$ cat config.mk
export PLATFORM = sky130hd
export DESIGN_NAME = instr_fetch_queue
export DESIGN_NICKNAME = d
export VERILOG_FILES = /design/src/rtl/instr_fetch_queue_pkg.sv /design/src/rtl/instr_queue_fifo.sv /design/src/rtl/instr_fetch_queue.sv
export SDC_FILE = /design/constraint.sdc
export NUM_CORES = 1
export LEC_CHECK = 0
export ABC_AREA = 0
export CORE_ASPECT_RATIO = 0.7
export CORE_MARGIN = 4
export CORE_UTILIZATION = 55
export CTS_CLUSTER_SIZE = 10
export DETAILED_ROUTE_END_ITERATION = 8
export PLACE_DENSITY = 0.84
export SYNTH_ARGS = -nofsm -noshare
export SYNTH_HDL_FRONTEND = slang
export SYNTH_SLANG_ARGS = --single-unit
$ cat constraint.sdc
create_clock -name clk -period 6.2 [get_ports clk]
set_input_delay 1.24 -clock clk [delete_from_list [all_inputs] [get_ports clk]]
set_output_delay 1.24 -clock clk [all_outputs]
set_load 0.05 [all_outputs]
$ cat src/rtl/instr_fetch_queue_pkg.sv
// Shared constants and types for the block instruction fetch front end:
// opcode field bounds, the NOP opcode and the pass FSM state encoding.
package instr_fetch_queue_pkg;

    localparam int unsigned OPC_LSB = 0;
    localparam int unsigned OPC_MSB = 4;

    localparam logic [OPC_MSB:OPC_LSB] BLOCK_INSTR_NOP = 5'h00;

    typedef enum logic [1:0] {
        IDLE  = 2'd0,
        RUN   = 2'd1,
        DRAIN = 2'd2
    } pass_state_e;

    function automatic logic is_nop_opc(input logic [OPC_MSB:OPC_LSB] opc);
        return opc == BLOCK_INSTR_NOP;
    endfunction

endpackage

$ cat src/rtl/instr_queue_fifo.sv
// Registered-memory FIFO with a combinational head. Bit 0 of each entry is a
// flag that can be set after the fact on the most recently pushed entry.
module instr_queue_fifo #(
    parameter int unsigned width = 8,
    parameter int unsigned depth = 4,
    localparam int unsigned PW   = $clog2(depth)
) (
    input  logic             clk_i,
    input  logic             reset_i,
    input  logic             push_i,
    input  logic [width-1:0] data_i,
    input  logic             pop_i,
    input  logic             mark_last_i,
    output logic [width-1:0] head_o,
    output logic [PW:0]      count_o,
    output logic             full_o,
    output logic             empty_o
);

    logic [width-1:0] mem_q [depth];
    logic [PW-1:0]    wr_q;
    logic [PW-1:0]    rd_q;
    logic [PW:0]      cnt_q;
    logic [PW-1:0]    tail_idx;
    logic             mark_ok;

    assign tail_idx = wr_q - PW'(1);
    // The tail may only be flagged while it is still queued after this cycle.
    assign mark_ok  = mark_last_i &&
                      ((cnt_q > (PW+1)'(1)) || (cnt_q != '0 && !pop_i));

    always_ff @(posedge clk_i) begin
        if (reset_i) begin
            wr_q  <= '0;
            rd_q  <= '0;
            cnt_q <= '0;
        end else begin
            if (push_i) wr_q <= wr_q + PW'(1);
            if (pop_i)  rd_q <= rd_q + PW'(1);
            case ({push_i, pop_i})
                2'b10:   cnt_q <= cnt_q + (PW+1)'(1);
                2'b01:   cnt_q <= cnt_q - (PW+1)'(1);
                default: cnt_q <= cnt_q;
            endcase
        end
    end

    always_ff @(posedge clk_i) begin
        if (push_i) mem_q[wr_q] <= data_i;
        if (mark_ok) mem_q[tail_idx][0] <= 1'b1;
    end

    assign head_o  = mem_q[rd_q];
    assign count_o = cnt_q;
    assign full_o  = cnt_q == (PW+1)'(depth);
    assign empty_o = cnt_q == '0;

endmodule

$ cat src/rtl/instr_fetch_queue.sv
// Streams block instruction words from a synchronous RAM into a small queue,
// with credit-limited prefetch, NOP filtering and per-sample pass control.
module instr_fetch_queue
    import instr_fetch_queue_pkg::*;
#(
    parameter int unsigned n_blocks     = 256,
    parameter int unsigned instr_width  = 32,
    parameter int unsigned depth        = 4,
    parameter int unsigned read_latency = 1,
    parameter int unsigned per_sample   = 1,
    localparam int unsigned AW          = $clog2(n_blocks)
) (
    input  logic                   clk,
    input  logic                   reset,
    input  logic                   enable,
    input  logic                   sample_tick,
    input  logic [AW-1:0]          n_blocks_running,
    input  logic [AW-1:0]          last_block,
    output logic [AW-1:0]          instr_read_addr,
    input  logic [instr_width-1:0] instr_read_val,
    output logic                   out_valid,
    input  logic                   out_ready,
    output logic [instr_width-1:0] out_instr,
    output logic [AW-1:0]          out_block,
    output logic                   out_last,
    output logic                   pass_done,
    output logic                   overrun,
    output logic                   busy
);

    localparam int unsigned QW = $clog2(depth) + 1;
    localparam int unsigned CW = $clog2(depth + read_latency + 1);
    localparam int unsigned EW = instr_width + AW + 1;

    pass_state_e state_q, state_d;
    logic [AW-1:0] ptr_q, ptr_d;
    logic          overrun_q, overrun_d;
    logic          aborted_q, aborted_d;

    logic [read_latency-1:0] pv_q;
    logic [read_latency-1:0] plast_q;
    logic [AW-1:0]           pblk_q [read_latency];

    logic [CW-1:0] inflight;
    logic [CW-1:0] credit;
    logic          run_ok;
    logic          issue;
    logic          addr_last;
    logic          ret_valid;
    logic          ret_last;
    logic          ret_nop;

    logic          q_push, q_pop, q_mark, q_full, q_empty;
    logic [EW-1:0] q_head;
    logic [QW-1:0] q_count;

    always_comb begin
        inflight = '0;
        for (int unsigned i = 0; i < read_latency; i++) begin
            inflight = inflight + CW'(pv_q[i]);
        end
    end

    assign credit    = CW'(q_count) + inflight;
    assign run_ok    = n_blocks_running != '0;
    assign addr_last = ptr_q == last_block;
    assign issue     = enable && run_ok && (state_q == RUN) && (credit < CW'(depth));

    assign ret_valid = pv_q[read_latency-1];
    assign ret_last  = plast_q[read_latency-1];
    assign ret_nop   = is_nop_opc(instr_read_val[OPC_MSB:OPC_LSB]);
    assign q_push    = ret_valid && !ret_nop;
    assign q_mark    = ret_valid && ret_nop && ret_last;
    assign q_pop     = !q_empty && out_ready;

    always_ff @(posedge clk) begin
        if (reset) begin
            pv_q    <= '0;
            plast_q <= '0;
        end else begin
            pv_q[0]    <= issue;
            plast_q[0] <= issue && addr_last;
            for (int unsigned i = 1; i < read_latency; i++) begin
                pv_q[i]    <= pv_q[i-1];
                plast_q[i] <= plast_q[i-1];
            end
        end
    end

    always_ff @(posedge clk) begin
        pblk_q[0] <= ptr_q;
        for (int unsigned i = 1; i < read_latency; i++) begin
            pblk_q[i] <= pblk_q[i-1];
        end
    end

    always_comb begin
        state_d   = state_q;
        ptr_d     = ptr_q;
        overrun_d = overrun_q;
        aborted_d = aborted_q;
        pass_done = 1'b0;
        if (issue) ptr_d = addr_last ? '0 : ptr_q + AW'(1);
        if (per_sample != 0) begin
            case (state_q)
                IDLE: begin
                    if (sample_tick && run_ok) begin
                        state_d   = RUN;
                        ptr_d     = '0;
                        aborted_d = 1'b0;
                    end
                end
                RUN: begin
                    if (sample_tick) overrun_d = 1'b1;
                    if (!run_ok) begin
                        state_d   = DRAIN;
                        aborted_d = 1'b1;
                    end else if (issue && addr_last) begin
                        state_d = DRAIN;
                    end
                end
                DRAIN: begin
                    if (sample_tick) overrun_d = 1'b1;
                    if (inflight == '0) begin
                        state_d   = IDLE;
                        pass_done = !aborted_q;
                    end
                end
                default: state_d = IDLE;
            endcase
        end else begin
            // Free-running: a pass ends whenever its last_block read returns.
            pass_done = ret_valid && ret_last;
            case (state_q)
                IDLE:    if (run_ok) state_d = RUN;
                RUN:     if (!run_ok) state_d = IDLE;
                default: state_d = IDLE;
            endcase
        end
    end

    always_ff @(posedge clk) begin
        if (reset) begin
            state_q   <= IDLE;
            ptr_q     <= '0;
            overrun_q <= 1'b0;
            aborted_q <= 1'b0;
        end else begin
            state_q   <= state_d;
            ptr_q     <= ptr_d;
            overrun_q <= overrun_d;
            aborted_q <= aborted_d;
        end
    end

    instr_queue_fifo #(
        .width(EW),
        .depth(depth)
    ) u_fifo (
        .clk_i      (clk),
        .reset_i    (reset),
        .push_i     (q_push),
        .data_i     ({instr_read_val, pblk_q[read_latency-1], ret_last}),
        .pop_i      (q_pop),
        .mark_last_i(q_mark),
        .head_o     (q_head),
        .count_o    (q_count),
        .full_o     (q_full),
        .empty_o    (q_empty)
    );

    no_overflow: assert property (@(posedge clk) disable iff (reset)
        !(q_full && q_push && !q_pop));

    assign instr_read_addr = ptr_q;
    assign out_valid       = !q_empty;
    assign out_instr       = q_empty ? '0 : q_head[EW-1:AW+1];
    assign out_block       = q_empty ? '0 : q_head[AW:1];
    assign out_last        = !q_empty && q_head[0];
    assign overrun         = overrun_q;
    assign busy            = (state_q != IDLE) || !q_empty;

endmodule
Yosys cells after proc, flatten, opt, wreduce, memory -nomap -nowiden. Memory sizes are Yosys's and may differ from the RTL's. A register that Yosys moved wholly into a read port is not among the register bits. Index checks and enable logic that the tools add are counted.

Flip-flop bits (word level): 21. Bits in writable memories: 172. Input port bits: 53. Output and inout bits: 53. Logic and storage cells: 87. Memories kept: 2.

$add $sub $neg: 7. Magnitude comparators: 2. Eq/ne operators: 9. Muxes and demuxes: 26. Reduce and logical (&&, ||, !) cells: 32.

Memories: u_fifo.mem_q (depth 4, width 41, rd ports 1, clocked after Yosys merged registers in 1, wr ports 1, line instr_queue_fifo.sv:20) `logic [width-1:0] mem_q [depth];`; pblk_q (depth 1, width 8, rd ports 1, clocked after Yosys merged registers in 0, wr ports 1, line instr_fetch_queue.sv:42) `logic [AW-1:0] pblk_q [read_latency];`.

Operators with widths (number): $mux 41 (1); $reduce_or 41->1 (1); $mux 8 (5); $mux 32 (1); $mux 2 (8); $logic_and 1x1->1 (12); $add 8x1->8 const B (1); $eq 8x8->1 (1); $mux 1 (8); $reduce_bool 8->1 (1); $logic_not 3->1 (2); $ne 2x2->1 const B (3); $pmux 2 s3 (1); $pmux 3 s2 (1); $reduce_and 3->1 (2); $reduce_bool 2->1 (3); $logic_not 5->1 (1); $add 2x1->2 const B (2); $eq 2x1->1 const B (2); $eq 2x2->1 const B (2); $logic_not 1->1 (4); $add 3x1->3 (1); $add 3x1->3 const B (1); $gt 3x1->1 const B (1); 10 further kinds (11).

Longest topological paths before layout.
Depth in word-level cells: 11. Gate-level depth with buffers: 8.

Cells and area by module. Synthesis repeated with hierarchy kept, for this count alone.

Cells, all modules: 434. Area total of the unflattened synthesis: 7800.0 sq um.

By module, submodules not included: instr_queue_fifo (instances 1, cells each 276, area each 6437.4 sq um); instr_fetch_queue (instances 1, cells each 158, area each 1362.6 sq um).

Least setup slack after synthesis. OpenSTA, ideal clock, no wires.

Path type: input to register. Start point: in instr_read_val[3]. End point: mem u_fifo.mem_q[0][10] in the netlist's numbering, enable pin. Arrival: 4.346 ns. Required time: 5.713 ns. Path slack: 1.367 ns. Stages on the path: 4. Cells stage by stage: or4_1 -> o21a_1 -> inv_1 -> nor3_1.

Cells in the longest elaborated chain, start to end: 8.

RTL lines: from (decl) (line instr_fetch_queue.sv:20) `input logic [instr_width-1:0] instr_read_val,`; $logic_not 5->1 (*) (line instr_fetch_queue_pkg.sv:17) `return opc == BLOCK_INSTR_NOP;`; $logic_and 1x1->1 (2 in series) (line instr_fetch_queue.sv:73) `assign q_mark = ret_valid && ret_nop && ret_last;`; $logic_and 1x1->1 (line instr_queue_fifo.sv:29) `assign mark_ok = mark_last_i &&`; $mux 1 (line instr_queue_fifo.sv:50) `if (mark_ok) mem_q[tail_idx][0] <= 1'b1;`; $mux 1 (implied by the code) (line instr_queue_fifo.sv:50); $reduce_or 41->1 (no line); $mux 2 (no line); to (decl) (line instr_queue_fifo.sv:20).

Mark *: on every way between the ends. The rest lies on a longest branch, timed or not.

==> flow_summary.yaml <==
worst_setup_path:
  timing.critical_path.slowest_cell_delay_ns: 1.07
  regToRegSetupSlack_ns: 3.28
  reg2regPathDepth: 8
  critical_path.startpoint_type: "flop"
  worst-setup-path-type: "flop to output port"
  reg2reg_to: "u_fifo.mem_q[2][0]"
  rr_startpoint: "u_fifo.count_o[0]"
  timing.critical_path.to_type: "output port"
  critical_path_required_ns: 4.96
  crit_slowest_cell: "dfxtp_2"
  timing.critical_path.arrival_ns: 2.92
  worst-path-max-fanout: 41
  cp_cell_sequence: "mux4_2 -> and2_1 -> clkdlybuf4s50_1"
logic_synthesis:
  synthFlopType: "edfxtp_1"
  synth_warnings: 0
  xor_xnor_share_of_the_synthesized_area: 0.0142
  synth_fa_ha_area_frac: 0.0172
  synth_cells: 470
  synth_fp_nets: 534
  synth_simple_gate_area_share: 0.107
  netlist-cell-type-count: 47
  synth_compound_gate_area_share: 0.0328
  number_of_synthesized_flops_with_an_enable_pin: 164
  synth_seq_cells: 195
  mappedNetlistArea_um2: 8020
  synthesis.area_per_instance_um2: 17.1
  synth_async_reset_ratio: 0
  synth.mux.area_fraction: 0.119
  seq_area_frac_synth: 0.691
  synth_top_family_by_area: "multiplexers"
floorplanning:
  boundaryPins: 106
  chipHeight_um: 109
  initial_core_util: 0.569
  floorplan_die_area_um2: 16600
  num_rows: 36
  core-area_um2: 14100
  die_w_um: 152
power:
  ratio_of_total_power_to_cell_area_nw_per_um2: 411
  fin_total_pwr_uw: 4040
  clock_power_share: 0.272
  internal_power_uw: 2630
  power.net_switching_uw: 1420
  power.static_leakage_uw: 0.00323
  power_frac_seq: 0.392
  vdd_drop_max_uv: 266
  comb_power_share: 0.336
  sw_frac_of_total: 0.351
sta:
  rsz0062_at_grt: "no"
  worstMarginPinSlew_ns: 1.12
  maxSlewViolCount: 0
  final_tns_setup_ns: 0
  layout_worst_path_cycle_share: 0.671
  period_needed_ns: 4.16
  final.setup_skew_ns: 0.00863
  timing.final.hold_violations: 0
  post-route-worst-setup-slack_ns: 2.04
  finalSetupViolations: 0
  timing.max_slew.rel_slack: 0.251
  achievable-frequency_mhz: 240
drt:
  drt_iter0_markers: 277
  vias_per_cell: 5.71
  drt_drc_violations_left: 0
  routed-via-count: 4415
  postRouteAntennaNets: 0
  drt-pass1-iter-count: 4
  route.detailed.wl_per_inst_um: 20.1
  drt-total-wl_um: 15500
finish:
  stdcell_count: 773
  insertedDiodeCount: 0
  drive_above_1_share: 0.173
  finish.net_count: 634
  nFillCells: 861
  layout-area-overhead-vs-synth_pct: 22.6
placement:
  port_buffers: 105
  post-place-cells: 741
  gp_congestion: 0.803
  dp.final_hpwl_um: 9650
  dpl_worst_slack_ns: 2.01
global_routing:
  antenna_found_initial: 0
  grt_max_degree: 44
  grt_pass1_vias: 4707
  total_grt_overflow: 0
  grt_pass1_wl_um: 25000
  globalRouteTotalUtil: 0.196
hold_path:
  hold_depth: 0
  worst_hold_path_type: "flop to flop"
  hold_path_end: "pblk_q[0][1]"
  hp-start: "instr_read_addr[1]"
clock_tree:
  clkSlewWorstSetupHoldPaths_ns: 0.07
  cts_made_buffers: 17
  post_cts_hold_buffer_count: 0
  clock_tree.buffer_depth: 2
  h-tree-depth: 4
  clock_latency_ns: 0.43
  tritoncts: "built"
  postCtsSetupRepairBufs: 0
  post_cts_resized: 0
  cts.root.buffer_cell: "clkbuf_16"
  cts.sink_count: 195
run_status:
  run_status: "complete, no violations"
flow_run:
  cap_viol_max_count: 0
power by group through the flow:
stage	logic (µW)	clock network [µW]	registers [µW]
6_report	1360	1100	1580
5_1_grt	1430	1170	1610
4_1_cts	1370	1110	1590
3_5_place_dp	1360	0	1620
3_3_place_gp	1340	0	1620
2_1_floorplan	1010	0	1530
worst max-delay path: cells and delay by family, from the launching register on:
kind | cells | cell delay [ns]
simple gates | 1 | 0.20
flops | 1 | 1.07
mux | 1 | 0.37
buf+inv | 1 | 0.84
synth_stat cells, types with 2 or more instances:
| cell | n | area, µm² |
|---|---|---|
| a21oi_1 | 6 | 30.0 |
| a32o_2 | 5 | 56.3 |
| and2_1 | 44 | 275 |
| and3_1 | 6 | 37.5 |
| buf_1 | 6 | 22.5 |
| buf_2 | 5 | 25.0 |
| buf_4 | 3 | 22.5 |
| clkbuf_1 | 13 | 48.8 |
| dfxtp_1 | 31 | 621 |
| edfxtp_1 | 164 | 4920 |
| ha_1 | 11 | 138 |
| inv_1 | 6 | 22.5 |
| mux2i_1 | 3 | 30.0 |
| mux4_2 | 41 | 923 |
| nand2_1 | 6 | 22.5 |
| nand2b_1 | 5 | 31.3 |
| nand3b_1 | 2 | 15.0 |
| nand4_1 | 2 | 12.5 |
| nor2_1 | 17 | 63.8 |
| nor2b_1 | 36 | 225 |
| nor3_1 | 5 | 25.0 |
| nor3b_2 | 6 | 75.1 |
| o21ai_0 | 11 | 55.1 |
| or4_4 | 2 | 22.5 |
| xnor2_1 | 10 | 87.6 |
| xor2_1 | 3 | 26.3 |
worst max-delay path by stage:
stage                                      to  slack, ns  cells after the start
after floorplan           u_fifo.mem_q[0][10]       1.37                      4
after global placement     u_fifo.mem_q[2][0]       2.09                      6
after detailed placement   u_fifo.mem_q[2][0]       2.01                      6
after CTS                       out_instr[31]       2.01                      3
after global routing            out_instr[31]       1.90                      3
final                            out_instr[7]       2.04                      3
cells in the final DEF, fill, tap and decap left out, types with 3 or more instances in the layout:
| master | count |
|---|---|
| nor3_1 | 4 |
| inv_1 | 5 |
| nand2b_1 | 5 |
| a21oi_1 | 6 |
| buf_4 | 4 |
| and2_1 | 43 |
| o21ai_0 | 11 |
| inv_6 | 5 |
| nor2_1 | 17 |
| xor2_1 | 3 |
| edfxtp_1 | 164 |
| nand2_1 | 6 |
| clkinv_4 | 3 |
| clkdlybuf4s50_1 | 105 |
| xnor2_1 | 10 |
| dfxtp_1 | 29 |
| and3_1 | 5 |
| nor2b_1 | 36 |
| a32o_2 | 5 |
| nor3b_2 | 6 |
| mux4_2 | 41 |
| clkbuf_16 | 17 |
| mux2i_1 | 3 |
| ha_1 | 11 |
stage by stage:
stage / utilization / hold WS [ns] / area [µm²]
2_1_floorplan: - / 0.468 / 8020
3_3_place_gp: 0.655 / 0.448 / 9240
3_5_place_dp: 0.655 / 0.448 / 9240
4_1_cts: 0.697 / 0.458 / 9830
5_1_grt: 0.697 / 0.482 / 9830
6_report: 0.697 / 0.460 / 9830
routing by layer:
metal | wire length, µm | vias to the layer above | part of all wire | track usage
met5 | 0 | - | 0 | 0
met3 | 935 | 17 | 0.060 | 0.0516
li1 | - | 1992 | - | -
met2 | 7680 | 156 | 0.49 | 0.333
met1 | 6770 | 2250 | 0.44 | 0.260
met4 | 159 | 0 | 0.010 | 0.0455
flip-flops by register name (all words and copies together) (netlist names), named ones only:
register	cells
u_fifo.mem_q	164
instr_read_addr	8
pblk_q	8
u_fifo.count_o	3
state_q	2
u_fifo.rd_q	2
u_fifo.wr_q	2
aborted_q	1
overrun	1
plast_q	1
pv_q	1
logic make-up (layout without fill, tap and decap cells):
| kind of cell | count (synthesis) | in the layout |
|---|---|---|
| simple gates | 138 | 138 |
| mux | 44 | 44 |
| xor+xnor | 13 | 13 |
| fa+ha+maj | 11 | 11 |
| compound gates | 35 | 35 |
| flops | 195 | 195 |
| buf+inv | 34 | 147 |
layout make-up:
class                           instances  area, µm²  share of cell area
Sequential cell                       195       5550               0.565
Timing Repair Buffer                  109       1080               0.110
Tap cell                              190        238              0.0242
Multi-Input combinational cell        241       2340               0.238
Clock buffer                           18        429              0.0436
Clock inverter                         14        168              0.0171
Inverter                                6       22.5             0.00229
(Power assumes the default switching activity.)
